`config.mk`:
```
export PLATFORM = sky130hd
export DESIGN_NAME = slave_port
export DESIGN_NICKNAME = d
export VERILOG_FILES = /design/src/rtl/slave_port.sv
export SDC_FILE = /design/constraint.sdc
export NUM_CORES = 1
export LEC_CHECK = 0
export ABC_AREA = 1
export BUFFER_PORTS_ARGS = -buffer_cell sky130_fd_sc_hd__buf_2
export CAP_MARGIN = 20
export CORE_MARGIN = 1.5
export CORE_UTILIZATION = 48
export CTS_CLUSTER_SIZE = 16
export DETAILED_ROUTE_END_ITERATION = 10
export PLACE_DENSITY = 0.75
export SLEW_MARGIN = 15
export SYNTH_ARGS = -nofsm -noshare
export SYNTH_HDL_FRONTEND = slang
export SYNTH_SLANG_ARGS = --single-unit
```
`constraint.sdc`:
```
create_clock -name clk -period 4.9 [get_ports clk]
set_input_delay 0.98 -clock clk [delete_from_list [all_inputs] [get_ports clk]]
set_output_delay 0.98 -clock clk [all_outputs]
set_load 0.03 [all_outputs]
```
`src/rtl/slave_port.sv`:
```
`default_nettype none
// ============================================================================
//  Module      : slave_port
//  Description : Serial-bus endpoint on the slave side of the system bus.
//                Shifts in address and write data LSB-first under mvalid,
//                performs one ready/valid access on the local slave memory
//                and, for reads, shifts the read data back out LSB-first
//                under svalid.
//                Optional macro SLAVE_SPLIT_EN: a slow read raises a split
//                request after SPLIT_LATENCY wait cycles and returns the data
//                only after the arbiter re-grants the master.
//  Revision    : 1.0  initial release
// ============================================================================
module slave_port #(
    parameter int ADDR_WIDTH    = 12,   // must be >= 2
    parameter int DATA_WIDTH    = 8,    // must be >= 2
    parameter int SPLIT_LATENCY = 4
) (
    input  logic                  clk,
    input  logic                  rstn,
    input  logic                  swdata,
    input  logic                  smode,
    input  logic                  mvalid,
    output logic                  srdata,
    output logic                  svalid,
    output logic                  sready,
    output logic                  ssplit,
    input  logic                  split_grant,
    output logic [ADDR_WIDTH-1:0] mem_addr,
    output logic [DATA_WIDTH-1:0] mem_wdata,
    output logic                  mem_wen,
    output logic                  mem_valid,
    input  logic                  mem_ready,
    input  logic [DATA_WIDTH-1:0] mem_rdata
);

    // One counter serves address, write-data and read-data phases, and it
    // must be able to hold DATA_WIDTH itself for the read-out end test.
    localparam int CNT_MAX = (ADDR_WIDTH > DATA_WIDTH) ? ADDR_WIDTH : DATA_WIDTH;
    localparam int CNT_W   = $clog2(CNT_MAX + 1);
    localparam int AI_W    = $clog2(ADDR_WIDTH);
    localparam int DI_W    = $clog2(DATA_WIDTH);

    localparam logic [CNT_W-1:0] c_addr_last = CNT_W'(ADDR_WIDTH - 1);
    localparam logic [CNT_W-1:0] c_data_last = CNT_W'(DATA_WIDTH - 1);
    localparam logic [CNT_W-1:0] c_data_cnt  = CNT_W'(DATA_WIDTH);
    localparam logic [CNT_W-1:0] c_one       = CNT_W'(1);

    typedef enum logic [2:0] {
        S_IDLE  = 3'd0,
        S_ADDR  = 3'd1,
        S_WDATA = 3'd2,
        S_MEMWR = 3'd3,
        S_MEMRD = 3'd4,
        S_RDATA = 3'd5,
        S_SPLIT = 3'd6
    } state_t;

    state_t                r_state;
    state_t                w_next_state;
    logic [CNT_W-1:0]      r_cnt;
    logic                  r_mode;
    logic [ADDR_WIDTH-1:0] r_addr;
    logic [DATA_WIDTH-1:0] r_wdata;
    logic [DATA_WIDTH-1:0] r_rdata;
    logic                  r_svalid;
    logic                  r_srdata;

`ifdef SLAVE_SPLIT_EN
    localparam int WAIT_W = $clog2(SPLIT_LATENCY + 1);
    localparam logic [WAIT_W-1:0] c_wait_last = WAIT_W'(SPLIT_LATENCY - 1);

    logic [WAIT_W-1:0] r_wait;      // MEMRD cycles spent without mem_ready
    logic              r_captured;  // SPLIT: read data already taken
`else
    localparam int c_unused_split_latency = SPLIT_LATENCY;
    logic          w_unused_split_grant;
    assign w_unused_split_grant = split_grant;
`endif

    // State register
    always_ff @(posedge clk) begin
        if (!rstn) begin
            r_state <= S_IDLE;
        end else begin
            r_state <= w_next_state;
        end
    end

    // Next-state decode and memory/split handshake outputs
    always_comb begin
        w_next_state = r_state;
        mem_valid    = 1'b0;
        mem_wen      = 1'b0;
        ssplit       = 1'b0;
        case (r_state)
            S_IDLE: begin
                if (mvalid) begin
                    w_next_state = S_ADDR;
                end
            end
            S_ADDR: begin
                if (mvalid && (r_cnt == c_addr_last)) begin
                    w_next_state = r_mode ? S_WDATA : S_MEMRD;
                end
            end
            S_WDATA: begin
                if (mvalid && (r_cnt == c_data_last)) begin
                    w_next_state = S_MEMWR;
                end
            end
            S_MEMWR: begin
                mem_valid = 1'b1;
                mem_wen   = 1'b1;
                if (mem_ready) begin
                    w_next_state = S_IDLE;
                end
            end
            S_MEMRD: begin
                mem_valid = 1'b1;
                if (mem_ready) begin
                    w_next_state = S_RDATA;
                end
`ifdef SLAVE_SPLIT_EN
                // A ready arriving on the last allowed wait cycle wins.
                else if (r_wait == c_wait_last) begin
                    w_next_state = S_SPLIT;
                end
`endif
            end
            S_RDATA: begin
                if (r_cnt == c_data_cnt) begin
                    w_next_state = S_IDLE;
                end
            end
`ifdef SLAVE_SPLIT_EN
            S_SPLIT: begin
                // Keep requesting until the data is captured; ssplit falls
                // together with mem_valid on the cycle after capture.
                mem_valid = !r_captured;
                ssplit    = !r_captured;
                if (r_captured && split_grant) begin
                    w_next_state = S_RDATA;
                end
            end
`endif
            default: begin
                w_next_state = S_IDLE;
            end
        endcase
    end

    // Shift registers, bit counter and registered serial read-out
    always_ff @(posedge clk) begin
        if (!rstn) begin
            r_cnt      <= '0;
            r_mode     <= 1'b0;
            r_addr     <= '0;
            r_wdata    <= '0;
            r_rdata    <= '0;
            r_svalid   <= 1'b0;
            r_srdata   <= 1'b0;
`ifdef SLAVE_SPLIT_EN
            r_wait     <= '0;
            r_captured <= 1'b0;
`endif
        end else begin
            case (r_state)
                S_IDLE: begin
`ifdef SLAVE_SPLIT_EN
                    r_wait     <= '0;
                    r_captured <= 1'b0;
`endif
                    if (mvalid) begin
                        r_addr[0] <= swdata;
                        r_mode    <= smode;
                        r_cnt     <= c_one;
                    end
                end
                S_ADDR: begin
                    if (mvalid) begin
                        r_addr[r_cnt[AI_W-1:0]] <= swdata;
                        r_cnt <= (r_cnt == c_addr_last) ? '0 : r_cnt + c_one;
                    end
                end
                S_WDATA: begin
                    if (mvalid) begin
                        r_wdata[r_cnt[DI_W-1:0]] <= swdata;
                        r_cnt <= (r_cnt == c_data_last) ? '0 : r_cnt + c_one;
                    end
                end
                S_MEMRD: begin
                    // Bit 0 goes out straight from the bus so svalid starts
                    // the cycle after the handshake.
                    if (mem_ready) begin
                        r_rdata  <= mem_rdata;
                        r_svalid <= 1'b1;
                        r_srdata <= mem_rdata[0];
                        r_cnt    <= c_one;
                    end
`ifdef SLAVE_SPLIT_EN
                    else begin
                        r_wait <= r_wait + 1'b1;
                    end
`endif
                end
                S_RDATA: begin
                    if (r_cnt == c_data_cnt) begin
                        r_svalid <= 1'b0;
                        r_srdata <= 1'b0;
                        r_cnt    <= '0;
                    end else begin
                        r_srdata <= r_rdata[r_cnt[DI_W-1:0]];
                        r_cnt    <= r_cnt + c_one;
                    end
                end
`ifdef SLAVE_SPLIT_EN
                S_SPLIT: begin
                    if (!r_captured) begin
                        if (mem_ready) begin
                            r_rdata    <= mem_rdata;
                            r_captured <= 1'b1;
                        end
                    end else if (split_grant) begin
                        r_svalid   <= 1'b1;
                        r_srdata   <= r_rdata[0];
                        r_cnt      <= c_one;
                        r_captured <= 1'b0;
                    end
                end
`endif
                default: begin
                end
            endcase
        end
    end

    assign sready    = (r_state == S_IDLE);
    assign svalid    = r_svalid;
    assign srdata    = r_srdata;
    assign mem_addr  = r_addr;
    assign mem_wdata = r_wdata;

endmodule
`default_nettype wire

```
### Yosys cells after proc, flatten, opt, wreduce, memory -nomap -nowiden

Index checks and enable logic that the tools add are counted.
Widths: inputs -> output; s select.

* $add $sub $neg: 1
* multiply operators: 0
* div/mod/pow operators: 0
* $lt $le $gt $ge: 4
* equality and inequality tests: 16
* shift operators: 0
* mux-type cells: 35
* bitwise operators: 0
* reduce and logical (&&, ||, !) cells: 18

Operators with widths (number)
* $mux 4: 7
* $mux 3: 7
* $pmux 4 s5: 1
* $pmux 3 s6: 1
* $ne 2x2->1 const B: 8
* $bwmux 12: 1
* $mux 1: 11
* $reduce_and 2->1: 5
* $bwmux 8: 1
* $eq 4x4->1 const B: 2
* $eq 3x2->1 const B: 2
* $eq 3x3->1 const B: 2
* $pmux 1 s2: 3
* $reduce_and 3->1: 2
* $reduce_and 6->1: 1
* $lt 4x5->1 const B: 1
* $reduce_and 5->1: 1
* $reduce_bool 5->1: 1
* $add 4x1->4 const B: 1
* $demux 1 s4: 1
* $eq 4x3->1 const B: 1
* $ge 4x1->1 const B: 1
* $logic_and 1x1->1: 4
* $lt 3x4->1 const B: 1
* other kinds (7): 8

* register bits: 38
* latch bits: 0
* bits in writable memories: 0
* bits in read-only memories: 0
* output and inout port bits: 26
* memories kept: 0

### Depth between registers and ports, before layout

Gate-level depths: netlist of the first run.

* depth after elaboration: 7
* gate-level depth with buffers: 11

### Worst setup path before layout of the first run

No wires, ideal clock.

* path type: reg2out
* start point: register r_state[2]
* end point: output sready
* data arrival time: 0.930 ns
* data required time: 3.920 ns
* setup slack: 2.990 ns
* stages on the path, launching flop included: 4
* buffers on the path: 0
* cells stage by stage: dfxtp_1 -> inv_2 -> nand2_1 -> nor2_1

* word-level cells in the longest chain between the ends: 1

Ends and longest elaborated chain
* start, declared: RTL line 59 `state_t r_state;`
* start signal, assigned: RTL line 86 `r_state <= w_next_state;`
* $logic_not 3->1: RTL line 238 `assign sready = (r_state == S_IDLE);`
* end, declared: RTL line 26 `output logic sready,`

Every way passes these cells.

### Final worst setup path of the first run

* start point: register r_state[1]
* end point: output mem_valid

* word-level cells in the longest chain between the ends: 3
* elaborated cells between the ends (all ways): 4
* classes of those cells: 2 x eq/ne; 1 x mux; 1 x reduce/logical

Ends and longest elaborated chain
* $eq 3x3->1 / $eq 3x2->1 (equally long branches): RTL line 96 `case (r_state)`
* $reduce_or 2->1 (no source line) (*)
* $mux 1 (*): RTL line 96
* end, declared: RTL line 32 `output logic mem_valid,`

Every way passes the cells marked *; elsewhere a longest branch is shown, timed or not.

==> results_dict.tcl, run 1 <==
set metrics [dict create \
    ys_ff_latch 38 \
    power_frac_clock_pct 19.6 \
    worstReg2RegEnd "r_state[0]" \
    drv_slew 0 \
    highest_layer "met4" \
    ant_nets 0 \
    die_h_um 68.4 \
    seq_area_frac_synth_pct 37.1 \
    combPwrFrac_pct 44.6 \
    grt_max_degree 24 \
    multi_input_area_sq_um 1120 \
    route.met2.wl_um 2040 \
    cts_sinks 38 \
    synth_area_leaders "dfxtp_1 37%, nand2_1 13%, nor2_1 9.2%" \
    cap_violations 0 \
    finalNetCount 367 \
    critPathKind "reg2out" \
    r2r_start "r_cnt[0]" \
    fmax_mhz 430 \
    cts.clk_slew.worst_paths_ns 0.07 \
    finalClockSkew_ns 0.00604 \
    antenna_found_initial 0 \
    htreeDepth 2 \
    row_count 23 \
    relSlewSlack_pct 66.0 \
    overflow 0 \
    status "finished, final reports clean" \
    cts_tree "yes" \
    syn_to_final_growth_pct 13.3 \
    p_total_mw 1.16 \
    peakVddDrop_v 0.000250 \
    grt.total_usage_pct 22.5 \
    dr.pass1.iters 4 \
    synth_top_area_cell "dfxtp_1" \
    slowest_stage "dfxtp_1" \
    p_leak_nw 1.13 \
    port_buffers 38 \
    synthCells 317 \
    grt_setup_unrepaired "no" \
    cts_root_buf "clkbuf_8" \
    hold-worst-slack_ns 0.466 \
    setup.worst_path.end "mem_valid" \
    hpwlAfterDp_um 3320 \
    setup_viol 0 \
    timing.final.crit_period_ns 2.33 \
    drive_above_1_share_pct 16.9 \
    clk_latency_ns 0.30 \
    route.detailed.drc 0 \
    p_sw_share_pct 46.2 \
    dieArea_sq_um 4670 \
    grt_pass1_vias 1854 \
    start_util_pct 50.5 \
    holdCritPathClass "reg2reg" \
    worst_pin_slew_ns 0.510 \
    pwr-share-seq_pct 35.8 \
    io-pin-count 41 \
    max_stage_delay_ns 0.55 \
    regArea_sq_um 761 \
    postCtsResizedCells 0 \
    vias 2038 \
    p_int_mw 0.624 \
    synth_cell_types 21 \
    synth_top_area_share_pct 37.1 \
    grt_pass1_wl_um 7980 \
    cts.hold.buffers_added 0 \
    hold_viol_final 0 \
    routed_wl_um 4550 \
    crit_chain "nor2_2, nand2_1, nand2_1, buf_2" \
    post-route-period-util_pct 47.5 \
    cts_buffers 5 \
    syn_area_per_cell_sq_um 6.47 \
    cp-startpoint "r_state[1]" \
    antenna_cells 0 \
    finalSetupTns_ns 0 \
    gp_congestion 0.829 \
    power_density_nw_per_um2 499 \
    critPathLaunchType "flip-flop" \
    rrSetupSlack_ns 2.95 \
    fillCellCount 414 \
    ff2ff_path_depth 9 \
    switchingPower_mw 0.536 \
    cp_max_fo 9 \
    fp.coreArea_sq_um 4060 \
    cts_setup_buffers 0 \
    drt-met1-wl_um 2260 \
    wl_met3_um 177 \
    cp_common_cell "nand2_1" \
    ctsLongestPathBuffers 2 \
    viasPerCell 5.11 \
    drtIter0Drc 121 \
    endpoint_kind "primary output" \
    syn-num-nets 336 \
    syn-cell-area_sq_um 2050 \
    ys_warn_count 0 \
    arrival_ns 1.35 \
    crit_required_ns 3.92 \
    die_x_um 68.4 \
    post_drt_wl_per_cell_um 11.4 \
]
[worst max-delay path: cells and delay by family (launching register included)]
family	cells	cell delay, ns
and+or+nand+nor	3	0.33
buffers and inverters	1	0.18
DFF	1	0.55
[cell usage after synthesis, drive strengths merged]
master / instances
a21boi: 1
a21oi: 21
buf: 8
clkbuf: 6
conb: 1
dfxtp: 38
ha: 4
inv: 26
nand2: 74
nand3: 31
nand3b: 1
nand4: 12
nor2: 54
nor3: 7
o21ai: 33
[logic make-up after synthesis]
family,after synthesis,synth area share (%)
AO/OA/AOI/OAI,55,13.5
adder cells (fa/ha/maj),4,2.44
other,1,0.183
AND/OR/NAND/NOR,179,38.3
buffers and inverters,40,8.42
flip-flops,38,37.1
[metal layers]
layer  track usage, %  vias up
li1                 -     1099
met1             28.4      900
met3             5.59        7
met2             36.7       32
met5                0        -
met4             9.00        0
[cell usage in the layout (no fill, tap or decap)]
master,instances
clkbuf_8,6
clkinv_2,1
inv_2,6
clkinvlp_4,1
nor2_4,3
nor3_1,7
nand2_1,71
conb_1,1
dfxtp_1,38
a21oi_1,21
nand3_1,31
ha_1,4
inv_1,20
nand3b_1,1
nor2_2,1
a21boi_0,1
nor2_1,50
nand4_1,12
buf_2,38
o21ai_0,28
o21ai_1,5
nand2_2,3
[how the worst min path moves through the flow]
stage | start | endpoint | slack, ns | cells past startpoint
final | r_rdata[0] | r_rdata[0] | 0.47 | 2
after global routing | mem_addr[7] | mem_addr[7] | 0.50 | 2
after CTS | r_rdata[0] | r_rdata[0] | 0.47 | 2
after detailed placement | r_rdata[0] | r_rdata[0] | 0.46 | 2
after global placement | r_rdata[0] | r_rdata[0] | 0.45 | 2
after floorplan | r_mode | r_mode | 0.44 | 2
[per-stage QoR]
step	util, %	setup WS, ns	area (sq um)	std cells
6_report	57.3	2.57	2320	399
2_1_floorplan	-	2.99	2050	317
4_1_cts	57.3	2.57	2320	399
3_5_place_dp	54.9	2.89	2230	391
5_1_grt	57.3	2.48	2320	399
3_3_place_gp	54.9	2.92	2230	391
[layout make-up]
type	count	area share, %
inverters	26	4.20
repair buffers	38	8.19
well taps	50	2.69
multi-input cells	239	48.1
clock buffers	6	3.55
clock inverters	2	0.539
flip-flops and latches	38	32.7
[sequential cells by signal, summed over array words and instances, names as in the netlist]
signal / cells
r_cnt: 4
srdata: 1
r_mode: 1
mem_addr: 12
r_state: 3
mem_wdata: 8
r_rdata: 8
svalid: 1
[power groups by stage]
stage,logic (mW),registers (mW),clock network [mW]
after floorplan,0.440,0.399,0
after CTS,0.519,0.413,0.234
after detailed placement,0.517,0.419,0
after global placement,0.508,0.419,0
final,0.517,0.415,0.227
after global routing,0.601,0.422,0.244
No activity file was read; power rests on OpenSTA's default activity.
==> run 2, diff against run 1 <==
- PLACE_DENSITY: 0.75 -> 0.78
- clock period: 4.9 -> 2 ns (I/O delays scaled with it)
==> run 2 against run 1 <==
Compared with the run above:
- sequential share of layout area is 0.37 points lower
- total power is 150% higher
- setup slack worse by 2.3 ns
- critical endpoint unchanged
- wire length is 2.0% higher
- clock power is 140% higher
- clock skew is 0.0029 ns higher
==> results_dict.tcl, run 2 (synthesis gave the netlist of run 1 again) <==
set metrics [dict create \
    critPathKind "reg2out" \
    relSlewSlack_pct 65.5 \
    ant_nets 0 \
    cap_violations 0 \
    die_h_um 68.4 \
    fp.coreArea_sq_um 4060 \
    grt_setup_unrepaired "no" \
    cts_tree "yes" \
    power_density_nw_per_um2 1230 \
    finalSetupTns_ns 0 \
    drv_slew 0 \
    grt_pass1_wl_um 8240 \
    routed_wl_um 4640 \
    setup_viol 0 \
    hold_viol_final 0 \
    holdCritPathClass "in2reg" \
    clk_latency_ns 0.30 \
    rrSetupSlack_ns 0.27 \
    gp_congestion 0.887 \
    grt_max_degree 21 \
    timing.final.crit_period_ns 1.73 \
    io-pin-count 41 \
    antenna_found_initial 0 \
    route.detailed.drc 0 \
    port_buffers 38 \
    cts_buffers 5 \
    syn_to_final_growth_pct 14.6 \
    hold-worst-slack_ns 0.328 \
    critPathLaunchType "flip-flop" \
    setup_ws_ns 0.267 \
    overflow 0 \
    endpoint_kind "primary output" \
    die_x_um 68.4 \
    postCtsResizedCells 0 \
    cts_sinks 38 \
    p_leak_nw 1.15 \
    finalNetCount 371 \
    crit_required_ns 1.60 \
    cts.hold.buffers_added 0 \
    finalClockSkew_ns 0.00893 \
    largest_reg_flops 12 \
    cts.clk_slew.worst_paths_ns 0.07 \
    peakVddDrop_v 0.000515 \
    hpwlAfterDp_um 3320 \
    cp_max_fo 9 \
    grt.total_usage_pct 23.3 \
    fillCellCount 391 \
    drtIter0Drc 125 \
    antenna_cells 0 \
    post-route-period-util_pct 86.6 \
    fmax_mhz 577 \
    cts_setup_buffers 0 \
    drive_above_1_share_pct 17.6 \
    ctsLongestPathBuffers 2 \
    dieArea_sq_um 4670 \
    row_count 23 \
    cts_root_buf "clkbuf_8" \
    post_drt_wl_per_cell_um 11.5 \
    dr.pass1.iters 4 \
    arrival_ns 1.33 \
    vias 2096 \
    worst_pin_slew_ns 0.517 \
    final_common_cell "nand2_1" \
    grt_pass1_vias 1911 \
    htreeDepth 2 \
    status "finished, final reports clean" \
    viasPerCell 5.20 \
    final_cell_mix "71 x nand2_1, 50 x nor2_1, 38 x buf_2, 38 x dfxtp_1, 31 x nand3_1" \
    pre_cts_ws_ns 0.308 \
    start_util_pct 50.5 \
]
run 2: path summary, 6_finish.rpt:
check                                   from         end  cells after the start
worst min register to register    r_rdata[0]  r_rdata[0]                      2
worst max register to register      r_cnt[1]  r_state[1]                      9
worst max-delay path              r_state[1]   mem_valid                      4
worst min-delay path            mem_rdata[4]  r_rdata[4]                      3
run 2: worst max-delay path: stages, from the launching register on:
cell	delay (ns)
dfxtp_1	0.42
nor2_2	0.21
nand2_1	0.14
nand2_1	0.08
buf_2	0.19
run 2: final cells by class:
cell class | count | area, sq um | area share (%)
repair buffers | 42 | 220 | 9.37
clock buffers | 7 | 86.3 | 3.67
clock inverters | 1 | 5.00 | 0.213
flip-flops and latches | 38 | 761 | 32.4
multi-input cells | 239 | 1120 | 47.6
inverters | 26 | 97.6 | 4.15
well taps | 50 | 62.6 | 2.66
run 2: layer usage:
metal | global-route usage (%) | part of all wire [%]
met1 | 28.2 | 46
met2 | 39.3 | 47
met3 | 5.92 | 5.9
met4 | 9.00 | 1.7
met5 | 0 | 0
run 2: where the power goes:
part | internal, mW | switching [mW] | leakage (nW)
clock network | 0.278 | 0.266 | 0.0482
logic | 0.430 | 0.914 | 0.789
registers | 0.861 | 0.134 | 0.308
total | 1.57 | 1.31 | 1.15
run 2: per-stage QoR:
stage	utilization, %	total power, mW	instance area (sq um)	cells
floorplan	-	2.05	2050	317
global placement	55.7	2.32	2260	395
detailed placement	55.7	2.34	2260	395
CTS	57.9	2.89	2350	403
global route	57.9	3.17	2350	403
finish	57.9	2.88	2350	403
==> run 3, diff against run 2 <==
- CORE_MARGIN: 1.5 -> not set
- clock period: 2 -> 1.5 ns (I/O delays scaled with it)
==> run 3 against run 2 <==
Compared with the run above:
- sequential share of layout area is 1.9 points lower
- register-to-register slack got worse by 0.19 ns
- total power increased by 48%
==> results_dict.tcl, run 3 (synthesis gave the netlist of run 1 again) <==
set metrics [dict create \
    status "finished, final reports clean" \
    hpwlAfterDp_um 3510 \
    max_stage_delay_ns 0.38 \
    ctsLongestPathBuffers 2 \
    routed_wl_um 4990 \
    final_common_cell "nand2_1" \
    hold-worst-slack_ns 0.223 \
    cts_root_buf "clkbuf_8" \
    p_sw_share_pct 44.6 \
    p_total_mw 4.27 \
    post_dp_cell_area_sq_um 2370 \
    row_count 23 \
    r2r_start "r_state[2]" \
    pwr-share-seq_pct 30.7 \
    post-route-period-util_pct 97.2 \
    dieArea_sq_um 4540 \
    power_frac_clock_pct 17.4 \
    power_density_nw_per_um2 1690 \
    finalSetupTns_ns 0 \
    p_leak_nw 1.22 \
    worst_pin_slew_ns 0.550 \
    path_buf_inv 3 \
    drive_above_1_share_pct 25.1 \
    viasPerCell 5.24 \
    final_cell_mix "70 x nand2_1, 46 x nor2_1, 35 x buf_2, 33 x dfxtp_1, 31 x nand3_1" \
    cts.clk_slew.worst_paths_ns 0.07 \
    die_x_um 67.4 \
    clk_latency_ns 0.30 \
    io-pin-count 41 \
    grt_pass1_vias 1984 \
    vias 2199 \
    overflow 0 \
    antenna_cells 0 \
    cp-startpoint "r_state[1]" \
    arrival_ns 1.16 \
    port_buffers 38 \
    combPwrFrac_pct 51.9 \
    min_from "mem_rdata[1]" \
    drv_slew 0 \
    slowest_stage "dfxtp_4" \
    fp.coreArea_sq_um 4060 \
    gp_congestion 0.883 \
    timing.final.crit_period_ns 1.46 \
    htreeDepth 2 \
    cts_sinks 38 \
    ant_nets 0 \
    start_util_pct 50.5 \
    crit_required_ns 1.20 \
    grt_max_degree 23 \
    setup_viol 0 \
    syn_to_final_growth_pct 23.2 \
    finalClockSkew_ns 0.00622 \
    cts_tree "yes" \
    switchingPower_mw 1.91 \
    critPathKind "reg2out" \
    cap_violations 0 \
    cts_buffers 5 \
    die_h_um 67.4 \
    post_drt_wl_per_cell_um 11.9 \
    cp_max_fo 5 \
    crit_family "flip-flops" \
    fmax_mhz 686 \
    hold_viol_final 0 \
    critPathLaunchType "flip-flop" \
    dp.cells 407 \
    relSlewSlack_pct 63.3 \
    finalNonFillerCells 420 \
    cp_common_cell "buf_4" \
    p_int_mw 2.37 \
    dr.pass1.iters 4 \
    crit_chain "buf_4, nand3_1, inv_1, buf_4" \
    fillCellCount 389 \
    largest_reg_flops 12 \
    antenna_found_initial 0 \
    post-route-cell-area_sq_um 2530 \
    peakVddDrop_v 0.00105 \
    holdCritPathClass "in2reg" \
    route.detailed.drc 0 \
    endpoint_kind "primary output" \
    grt_pass1_wl_um 8260 \
    finalNetCount 388 \
    drtIter0Drc 189 \
    grt.total_usage_pct 24.1 \
]
[run 3: changes by cell type in the layout (fill, tap and decap cells not counted), sizes merged]
cell	before	now
clkinvlp	0	1
inv	26	25
buf	42	59
[run 3: worst paths after layout]
path | endpoint | slack (ns) | depth (start not counted)
worst min register to register | r_rdata[0] | 0.47 | 2
worst min-delay path | r_rdata[1] | 0.22 | 3
worst max register to register | mem_addr[8] | 0.08 | 7
worst max-delay path | mem_wen | 0.04 | 4
[run 3: worst reg2reg max path, cell delays in order, from the launching register on]
cell and delay (ns):
dfxtp_2 0.37, inv_4 0.09, nand2_1 0.10, nor2_4 0.18, nand2_2 0.10, buf_4 0.18, o21ai_0 0.17, a21oi_1 0.10
[run 3: repair_timing]
item	CTS	global route
resized for setup	7	12
setup buffers	1	4
pin swaps	1	1
hold buffers	0	0
setup endpoints to repair	5	17
[run 3: through the flow]
stage / util, % / setup WS, ns
floorplan: - / 0.0367
global placement: 58.3 / 0.0650
detailed placement: 58.3 / -0.00166
CTS: 61.1 / 0.00390
global route: 62.3 / -0.0229
finish: 62.3 / 0.0427
[run 3: area by class of cell]
class | count | area [sq um] | share of cell area, %
Clock buffer | 7 | 86.3 | 3.42
Clock inverter | 1 | 5.00 | 0.198
Inverter | 26 | 104 | 4.11
Multi-Input combinational cell | 239 | 1140 | 45.3
Sequential cell | 38 | 769 | 30.4
Tap cell | 50 | 62.6 | 2.48
Timing Repair Buffer | 59 | 355 | 14.1
[run 3: metal layers]
metal / track usage, % / up-vias / wire length [um]
met2: 42.0 / 77 / 2300
li1: - / 1146 / -
met5: 0 / - / 0
met3: 5.07 / 8 / 274
met1: 28.8 / 968 / 2340
met4: 9.04 / 0 / 72
[run 3: power by group through the flow]
stage / clock (mW) / sequential, mW / combinational (mW)
finish: 0.741 / 1.31 / 2.22
global route: 0.783 / 1.33 / 2.48
CTS: 0.752 / 1.31 / 2.03
detailed placement: 0 / 1.31 / 1.97
global placement: 0 / 1.31 / 1.93
floorplan: 0 / 1.30 / 1.50
